[src/rtl/rgb_led_driver.sv]
// -----------------------------------------------------------------------------
// rgb_led_driver
//
// Purpose:
//   Debounces three comparator colour flags into an accepted colour, then
//   drives three LEDs with an 8-bit PWM. Every accepted colour change is
//   announced with a one-cycle pulse and, while enabled, highlighted by a
//   flash of FLASH_PERIODS full PWM periods at 100% drive.
//
// Parameters:
//   STABLE_CYCLES - cycles an input pattern must hold before it is accepted
//                   (must be >= 2)
//   FLASH_PERIODS - full PWM periods of 100% drive after an accepted change
//                   (must be >= 1)
//
// Ports:
//   clk        in   single clock, rising edge
//   rst        in   synchronous active-high reset
//   en         in   drive enable; low forces IDLE and dark LEDs
//   r_in/g_in/b_in in  raw colour flags from the comparator stage
//   duty       in   PWM duty, on-time = duty/256 of a period
//   led_r/g/b  out  registered LED drives
//   changed    out  one-cycle pulse per accepted colour update
//   onehot_err out  high while the accepted colour is not exactly one-hot
// -----------------------------------------------------------------------------
module rgb_led_driver #(
    parameter int STABLE_CYCLES = 4,
    parameter int FLASH_PERIODS = 2
) (
    input  logic       clk,
    input  logic       rst,
    input  logic       en,
    input  logic       r_in,
    input  logic       g_in,
    input  logic       b_in,
    input  logic [7:0] duty,
    output logic       led_r,
    output logic       led_g,
    output logic       led_b,
    output logic       changed,
    output logic       onehot_err
);

    localparam int SW = $clog2(STABLE_CYCLES + 1);
    localparam int FW = (FLASH_PERIODS > 1) ? $clog2(FLASH_PERIODS) : 1;

    localparam logic [SW-1:0] STAB_MAX   = SW'(STABLE_CYCLES);
    localparam logic [SW-1:0] STAB_LAST  = SW'(STABLE_CYCLES - 1);
    localparam logic [FW-1:0] FLASH_LAST = FW'(FLASH_PERIODS - 1);

    typedef enum logic [1:0] {
        ST_IDLE,
        ST_RUN,
        ST_FLASH
    } state_t;

    // Colour vectors are ordered {r, g, b}: bit 2 = red, bit 0 = blue.
    logic [2:0]    rgb_in;

    logic [2:0]    samp_q,       samp_d;
    logic [SW-1:0] stab_q,       stab_d;
    logic [2:0]    color_q,      color_d;
    logic          changed_q,    changed_d;
    logic          onehot_err_q, onehot_err_d;

    state_t        state_q,      state_d;
    logic [7:0]    pwm_q,        pwm_d;
    logic [7:0]    duty_q,       duty_d;
    logic [FW-1:0] flash_q,      flash_d;
    logic [2:0]    led_q,        led_d;

    logic          accept;
    logic          pwm_wrap;
    logic          drive_en;
    logic          pwm_on;

    assign rgb_in = {r_in, g_in, b_in};

    // -------------------------------------------------------------------------
    // Input filter and colour register (independent of en).
    // samp_q holds the previous sample; the counter measures how many edges
    // in a row the incoming pattern has matched it. Comparing the live input
    // against samp_q lets a pattern first sampled at edge k be accepted at
    // edge k+STABLE_CYCLES.
    // -------------------------------------------------------------------------
    always_comb begin
        samp_d = rgb_in;
        stab_d = stab_q;
        if (rgb_in != samp_q) begin
            stab_d = '0;
        end else if (stab_q != STAB_MAX) begin
            stab_d = stab_q + 1'b1;
        end

        // The counter saturates past STAB_LAST, so a held pattern can only
        // be accepted once; the colour compare suppresses redundant updates.
        accept = (stab_q == STAB_LAST) && (rgb_in == samp_q) && (samp_q != color_q);

        color_d   = accept ? samp_q : color_q;
        changed_d = accept;

        onehot_err_d = !((color_q == 3'b001) || (color_q == 3'b010) || (color_q == 3'b100));
    end

    // -------------------------------------------------------------------------
    // Mode FSM, PWM counter, duty capture and flash period counter.
    // Entering or re-arming FLASH restarts pwm_q at 0 so the flash always
    // lasts exactly FLASH_PERIODS full periods.
    // -------------------------------------------------------------------------
    assign pwm_wrap = (pwm_q == 8'hFF);

    always_comb begin
        state_d = state_q;
        pwm_d   = pwm_q;
        duty_d  = duty_q;
        flash_d = flash_q;

        if (!en) begin
            state_d = ST_IDLE;
            pwm_d   = '0;
            flash_d = '0;
        end else begin
            case (state_q)
                ST_IDLE: begin
                    state_d = ST_RUN;
                    pwm_d   = '0;
                    duty_d  = duty;
                end
                ST_RUN: begin
                    pwm_d = pwm_q + 8'd1;
                    if (pwm_wrap) begin
                        duty_d = duty;
                    end
                    if (accept) begin
                        state_d = ST_FLASH;
                        pwm_d   = '0;
                        flash_d = '0;
                    end
                end
                ST_FLASH: begin
                    pwm_d = pwm_q + 8'd1;
                    if (pwm_wrap) begin
                        duty_d = duty;
                    end
                    if (accept) begin
                        pwm_d   = '0;
                        flash_d = '0;
                    end else if (pwm_wrap) begin
                        if (flash_q == FLASH_LAST) begin
                            state_d = ST_RUN;
                            flash_d = '0;
                        end else begin
                            flash_d = flash_q + 1'b1;
                        end
                    end
                end
                default: begin
                    state_d = ST_IDLE;
                    pwm_d   = '0;
                    flash_d = '0;
                end
            endcase
        end
    end

    // -------------------------------------------------------------------------
    // LED drive. en is looked at directly so the LEDs go dark on the first
    // edge after en falls instead of one cycle later with the state.
    // -------------------------------------------------------------------------
    assign drive_en = en && (state_q != ST_IDLE);
    assign pwm_on   = (state_q == ST_FLASH) || (pwm_q < duty_q);

    generate
        for (genvar gi = 0; gi < 3; gi++) begin : g_led
            assign led_d[gi] = drive_en & color_q[gi] & pwm_on;
        end
    endgenerate

    // -------------------------------------------------------------------------
    // State registers
    // -------------------------------------------------------------------------
    always_ff @(posedge clk) begin
        if (rst) begin
            samp_q       <= '0;
            stab_q       <= '0;
            color_q      <= '0;
            changed_q    <= 1'b0;
            onehot_err_q <= 1'b1;
            state_q      <= ST_IDLE;
            pwm_q        <= '0;
            duty_q       <= '0;
            flash_q      <= '0;
            led_q        <= '0;
        end else begin
            samp_q       <= samp_d;
            stab_q       <= stab_d;
            color_q      <= color_d;
            changed_q    <= changed_d;
            onehot_err_q <= onehot_err_d;
            state_q      <= state_d;
            pwm_q        <= pwm_d;
            duty_q       <= duty_d;
            flash_q      <= flash_d;
            led_q        <= led_d;
        end
    end

    assign led_r      = led_q[2];
    assign led_g      = led_q[1];
    assign led_b      = led_q[0];
    assign changed    = changed_q;
    assign onehot_err = onehot_err_q;

endmodule
[config.mk]
export PLATFORM = sky130hd
export DESIGN_NAME = rgb_led_driver
export DESIGN_NICKNAME = d
export VERILOG_FILES = /design/src/rtl/rgb_led_driver.sv
export SDC_FILE = /design/constraint.sdc
export NUM_CORES = 1
export LEC_CHECK = 0
export ABC_AREA = 1
export CORE_MARGIN = 2
export CORE_UTILIZATION = 55
export CTS_CLUSTER_DIAMETER = 150
export CTS_CLUSTER_SIZE = 14
export DETAILED_ROUTE_END_ITERATION = 6
export PLACE_DENSITY = 0.9
export SLEW_MARGIN = 20
export SYNTH_ARGS = -nofsm -noshare
export SYNTH_HDL_FRONTEND = slang
export SYNTH_SLANG_ARGS = --single-unit
[constraint.sdc]
create_clock -name clk -period 1.8 [get_ports clk]
set_clock_uncertainty 0.15 [all_clocks]
set_input_delay 0.27 -clock clk [delete_from_list [all_inputs] [get_ports clk]]
set_output_delay 0.27 -clock clk [all_outputs]
set_load 0.05 [all_outputs]
# Word level (Yosys, flattened, before mapping)

Index checks and enable logic that the tools add are counted.

Equal/unequal tests: 17
Reductions and logical operators: 17
Multiplexer cells: 12
Bitwise operators: 9
Add/subtract/negate cells: 3
Magnitude comparators: 1

Operators with widths:

| cell                                                                   | number |
|---|---|
| 8-bit case mux with 2 select lines                                     | 1 |
| 8-bit by 1-bit adder with 8-bit output (second input constant)         | 1 |
| 8-bit equality test (second input constant)                            | 1 |
| 8-bit less-than comparator                                             | 1 |
| 2-bit 2-to-1 mux                                                       | 4 |
| 8-bit 2-to-1 mux                                                       | 1 |
| 2-bit inequality test (second input constant)                          | 4 |
| 1-bit AND                                                              | 6 |
| 3-bit by 2-bit equality test with 1-bit output (second input constant) | 2 |
| 3-bit inequality test                                                  | 2 |
| 3-bit inequality test (second input constant)                          | 2 |
| 2-bit case mux with 3 select lines                                     | 1 |
| 3-bit AND reduction                                                    | 2 |
| 2-bit OR reduction                                                     | 3 |
| 1-bit 2-to-1 mux                                                       | 4 |
| 4-bit AND reduction                                                    | 1 |
| 2-bit nonzero test                                                     | 2 |
| 4-bit OR reduction                                                     | 1 |
| 3-bit by 1-bit adder with 3-bit output (second input constant)         | 1 |
| 3-bit by 1-bit equality test with 1-bit output (second input constant) | 1 |
| 3-bit equality test                                                    | 1 |
| 3-bit equality test (second input constant)                            | 1 |
| 1-bit logical AND                                                      | 3 |
| 1-bit logical OR                                                       | 3 |
| other kinds (8)                                                        | 10 |

Output and inout port bits: 5
Bits of input ports: 14
Logic and storage cells: 69
Register bits after elaboration: 33

# Depth between registers and ports, before layout

Depth after elaboration: 5
Mapped depth: 12
Mapped depth without buffers: 11

# Least setup slack after synthesis

No wires, ideal clock.

Kind: reg2reg
Start point: register pwm_q[0]
End point: register duty_q[5]
Library setup time: 0.116 ns
Arrival time: 1.279 ns
Buffers on the path: 1
Stages on the path, launching flop included: 10
Path slack: 0.254 ns
Period minus slack after synthesis: 1.546 ns
Cell sequence: dfxtp_1 -> ha_1 -> nand2_1 -> nor2_2 -> nand2_1 -> nand2_1 -> o211ai_2 -> buf_6 -> o21ai_1 -> a21oi_1

Longest elaborated chain between the ends: 3

Ends and longest elaborated chain:

| item                                                       | RTL line | RTL |
|---|---|---|
| start: declaration                                         | 67       | `logic [7:0] pwm_q, pwm_d;` |
| start signal: assignment                                   | 201      | `pwm_q <= pwm_d;` |
| 8-bit equality test                                        | 110      | `assign pwm_wrap = (pwm_q == 8'hFF);` |
| 2-bit by 1-bit inequality test with 1-bit output (no line) | n/a      |  |
| 3-bit AND reduction (no line)                              | n/a      |  |
| end signal: assignment                                     | 202      | `duty_q <= duty_d;` |
| end: declaration                                           | 68       | `logic [7:0] duty_q, duty_d;` |

Every way passes these cells.
A chain may end at the register's enable or synchronous reset.

# Worst setup path after layout

Start point: register pwm_q[1]
End point: register duty_q[6]

Same word-level chain as after synthesis.

==> results by group <==
Outcome
  – Status: finished clean

Place
  – RD Place Congestion: ~0.80
  – Number of port buffers: 18
  – Post-DP HPWL: approximately 2200 um
  – Placed Cells incl. Taps: 261
  – Dpl cell area: roughly 1900 sq um

Critical path
  – Critical path's top delay family: simple AND/OR/NAND/NOR gates
  – Startpoint class of the critical path: flop
  – WP buf/inv: 1
  – Reg-to-reg startpoint: pwm_q[1]
  – Crit path largest cell delay: around 0.37 ns
  – CP Capture Type: flop
  – Req. time, crit path: 1.95 ns
  – CP Class: flop to flop
  – Critical path startpoint: pwm_q[1]
  – Crit path cell chain: ha_2, nand2_1, nor2_2, nand2_2, nand2_4, o211ai_4, buf_4, a21oi_1
  – CP max FO: 8
  – Arrival time at the worst endpoint: around 1.8 ns
  – Crit-path slowest cell: dfxtp_1

Min path
  – Min-Delay Path Class: flop to flop
  – Hold_sp: pwm_q[0]

Drt
  – Vias per cell: slightly above 5
  – Initial DRT Pass Iterations: 4
  – Via count: approximately 1,400
  – Initial DRC count: between 60 and 70
  – Total Routed Length: around 3300 um
  – # DRC: 0
  – ANT nets after route: 0
  – DR WL/cell: around 12 um

Yosys
  – Synthesized area: roughly 1600 sq um
  – Cells after Synth: around 210
  – Mean Syn Cell Area: around 7.8 sq um
  – Register area share after synthesis: 0.403
  – Post-synthesis cell type count: 26
  – Yosys reg bits: 33
  – Number of synthesized flops with an enable pin: 0
  – Mapped Nets: ~240
  – Yosys warnings: 0
  – Asr flop ratio synth: 0
  – Most used DFF post-synth: dfxtp_1
  – Largest cells by area after synthesis: dfxtp_1, ha_1, nand2_1
  – Leading area contributor after synthesis: dfxtp_1
  – Synth top area share: 0.403

Power
  – P_sw: roughly 0.40 mW
  – Sw frac: 0.251
  – Sequential power share: 0.484
  – Total leakage power: roughly 0.86 nW
  – Internal: around 1.2 mW
  – Max rail drop VDD: 0.756 mV
  – Clock power share: 0.370
  – Power per cell area: 789 nW/um^2
  – Gate power share: 0.146

Cells and area
  – ANT cells: 0
  – P&R area growth vs syn: 23.3%
  – Fin area: a little over 2000 sq um
  – Layout fillers: 210
  – Most frequent cells in the layout: inv_1, nand2_1, dfxtp_1, a21oi_1, nor2_1
  – Share of layout cells above drive strength 1: 0.162
  – Commonest non-fill, non-tap cell in the layout: inv_1
  – Layout Nets: about 270
  – Finished Layout Cells: approximately 270

STA
  – Max Fclk: ~600 MHz
  – Least-Margin Pin Slew: ~0.38 ns
  – Final min period: ~1.7 ns
  – # setup viols final: 0
  – Final worst-path cycle share: 0.931
  – Fin. Hold Viols: 0
  – Slew Limit Fails: 0
  – Hold_ws: roughly 0.28 ns
  – Relative slew slack: 0.746
  – RSZ-0062 raised after global routing: false

Job
  – Max-Cap Viols: 0

GRT
  – First-pass GRT wire length: about 5000 um
  – M3 GR Usage: 0.0791
  – M1 GR Usage: 0.253
  – Busiest metal layer after global routing: met2
  – Total gr overflow: 0
  – GR met2 Demand/Resource: 0.308
  – Largest net degree at the start of global routing: 17
  – Total GRT Usage: 0.203
  – Initial antenna violation count: 0
  – Vias in the first global route: about 1,200

Clock network
  – CTS tree: done
  – Clock Path Buffers: 2
  – # clock sinks: 33
  – Clock latency on the worst-skew pair: 0.36 ns
  – Root Buffer: clkbuf_4
  – CTS clk-pin slew, worst paths: roughly 0.11 ns
  – CTS hold repair buffers: 0
  – H-tree levels: 2
  – CTS Buf Count: 5

Floorplanning
  – Die Height: 58.6 um
  – IO Count: 19
  – CORE AREA: between 2000 and 3000 sq um
  – Num rows: 19
  – Die W: 58.6 um
  – Initial Util: 0.589
  – Die area: 3430 sq um
[layout make-up]
class | count | area, sq um | share of cell area
multi-input cells | 138 | 867 | 0.429
flip-flops and latches | 33 | 662 | 0.328
repair buffers | 27 | 235 | 0.116
inverters | 35 | 131 | 0.0651
clock buffers | 7 | 55.1 | 0.0273
well taps | 31 | 38.8 | 0.0192
clock inverters | 1 | 30.0 | 0.0149
[registers in the layout, summed over array words and instances, names as in the netlist]
| name | count |
|---|---|
| duty_q | 8 |
| pwm_q | 8 |
| onehot_err | 1 |
| samp_q | 3 |
| flash_q | 1 |
| state_q | 2 |
| color_q | 3 |
| stab_q | 3 |
| led_q | 3 |
| changed | 1 |
[repair_timing]
action                                  in CTS  in global routing
buffers inserted                             0                  2
gates resized for setup                      1                 15
pin swaps                                    0                  1
endpoints found under the setup margin       7                  9
gates cloned                                 0                  1
[synth_stat cells (2+ instances only)]
master / instances
nand3_1: 10
nand4_1: 2
nand3_2: 2
xor2_1: 5
ha_1: 15
nor2_2: 2
buf_6: 2
o21ai_0: 11
inv_1: 34
nor3_1: 2
o21ai_1: 2
a211oi_1: 2
nand2_4: 2
dfxtp_1: 33
a21oi_1: 20
nor2_1: 20
nand2_1: 35
xnor2_1: 2
[worst reg2reg max path: stages, from the launching register on]
cell and delay, ns:
dfxtp_1 0.37, ha_2 0.21, nand2_1 0.08, nor2_2 0.15
nand2_2 0.12, nand2_4 0.12, o211ai_4 0.13, buf_4 0.17
a21oi_1 0.12
[final timing paths]
check | slack [ns] | cells past startpoint | to
worst max register to register | 0.12 | 8 | duty_q[6]
worst min register to register | 0.28 | 1 | pwm_q[0]
worst max-delay path | 0.12 | 8 | duty_q[6]
worst min-delay path | 0.28 | 1 | pwm_q[0]
[metrics by stage]
| step | setup TNS, ns | setup slack, ns | util | total power [mW] |
|---|---|---|---|---|
| detailed placement | -0.474 | -0.105 | 0.670 | 0.978 |
| finish | 0 | 0.125 | 0.726 | 1.59 |
| global route | 0 | 0.00939 | 0.726 | 1.66 |
| CTS | 0 | 0.0312 | 0.704 | 1.56 |
| floorplan | 0 | 0.254 | - | 0.915 |
| global placement | -0.0781 | -0.0280 | 0.670 | 0.969 |
[kinds of logic after synthesis]
family,synth area share
buffers and inverters,0.101
AOI/OAI and AO/OA,0.128
DFF,0.403
and+or+nand+nor,0.216
adders and majority gates,0.115
xor gates and xnor gates,0.0374
[metal layers]
metal  routed length (um)  part of all wire  vias to the layer above
met2                 1560              0.47                       35
met4                   63             0.019                        0
met5                    0                 0                        -
met3                  180             0.054                        8
li1                     -                 -                      731
met1                 1520              0.46                      629
[power groups by stage]
| stage | combinational [mW] | clock [mW] | sequential, mW |
|---|---|---|---|
| finish | 0.233 | 0.590 | 0.771 |
| global route | 0.262 | 0.626 | 0.775 |
| CTS | 0.197 | 0.593 | 0.771 |
| detailed placement | 0.190 | 0 | 0.788 |
| global placement | 0.182 | 0 | 0.787 |
| floorplan | 0.129 | 0 | 0.785 |
(Power assumes the default switching activity.)
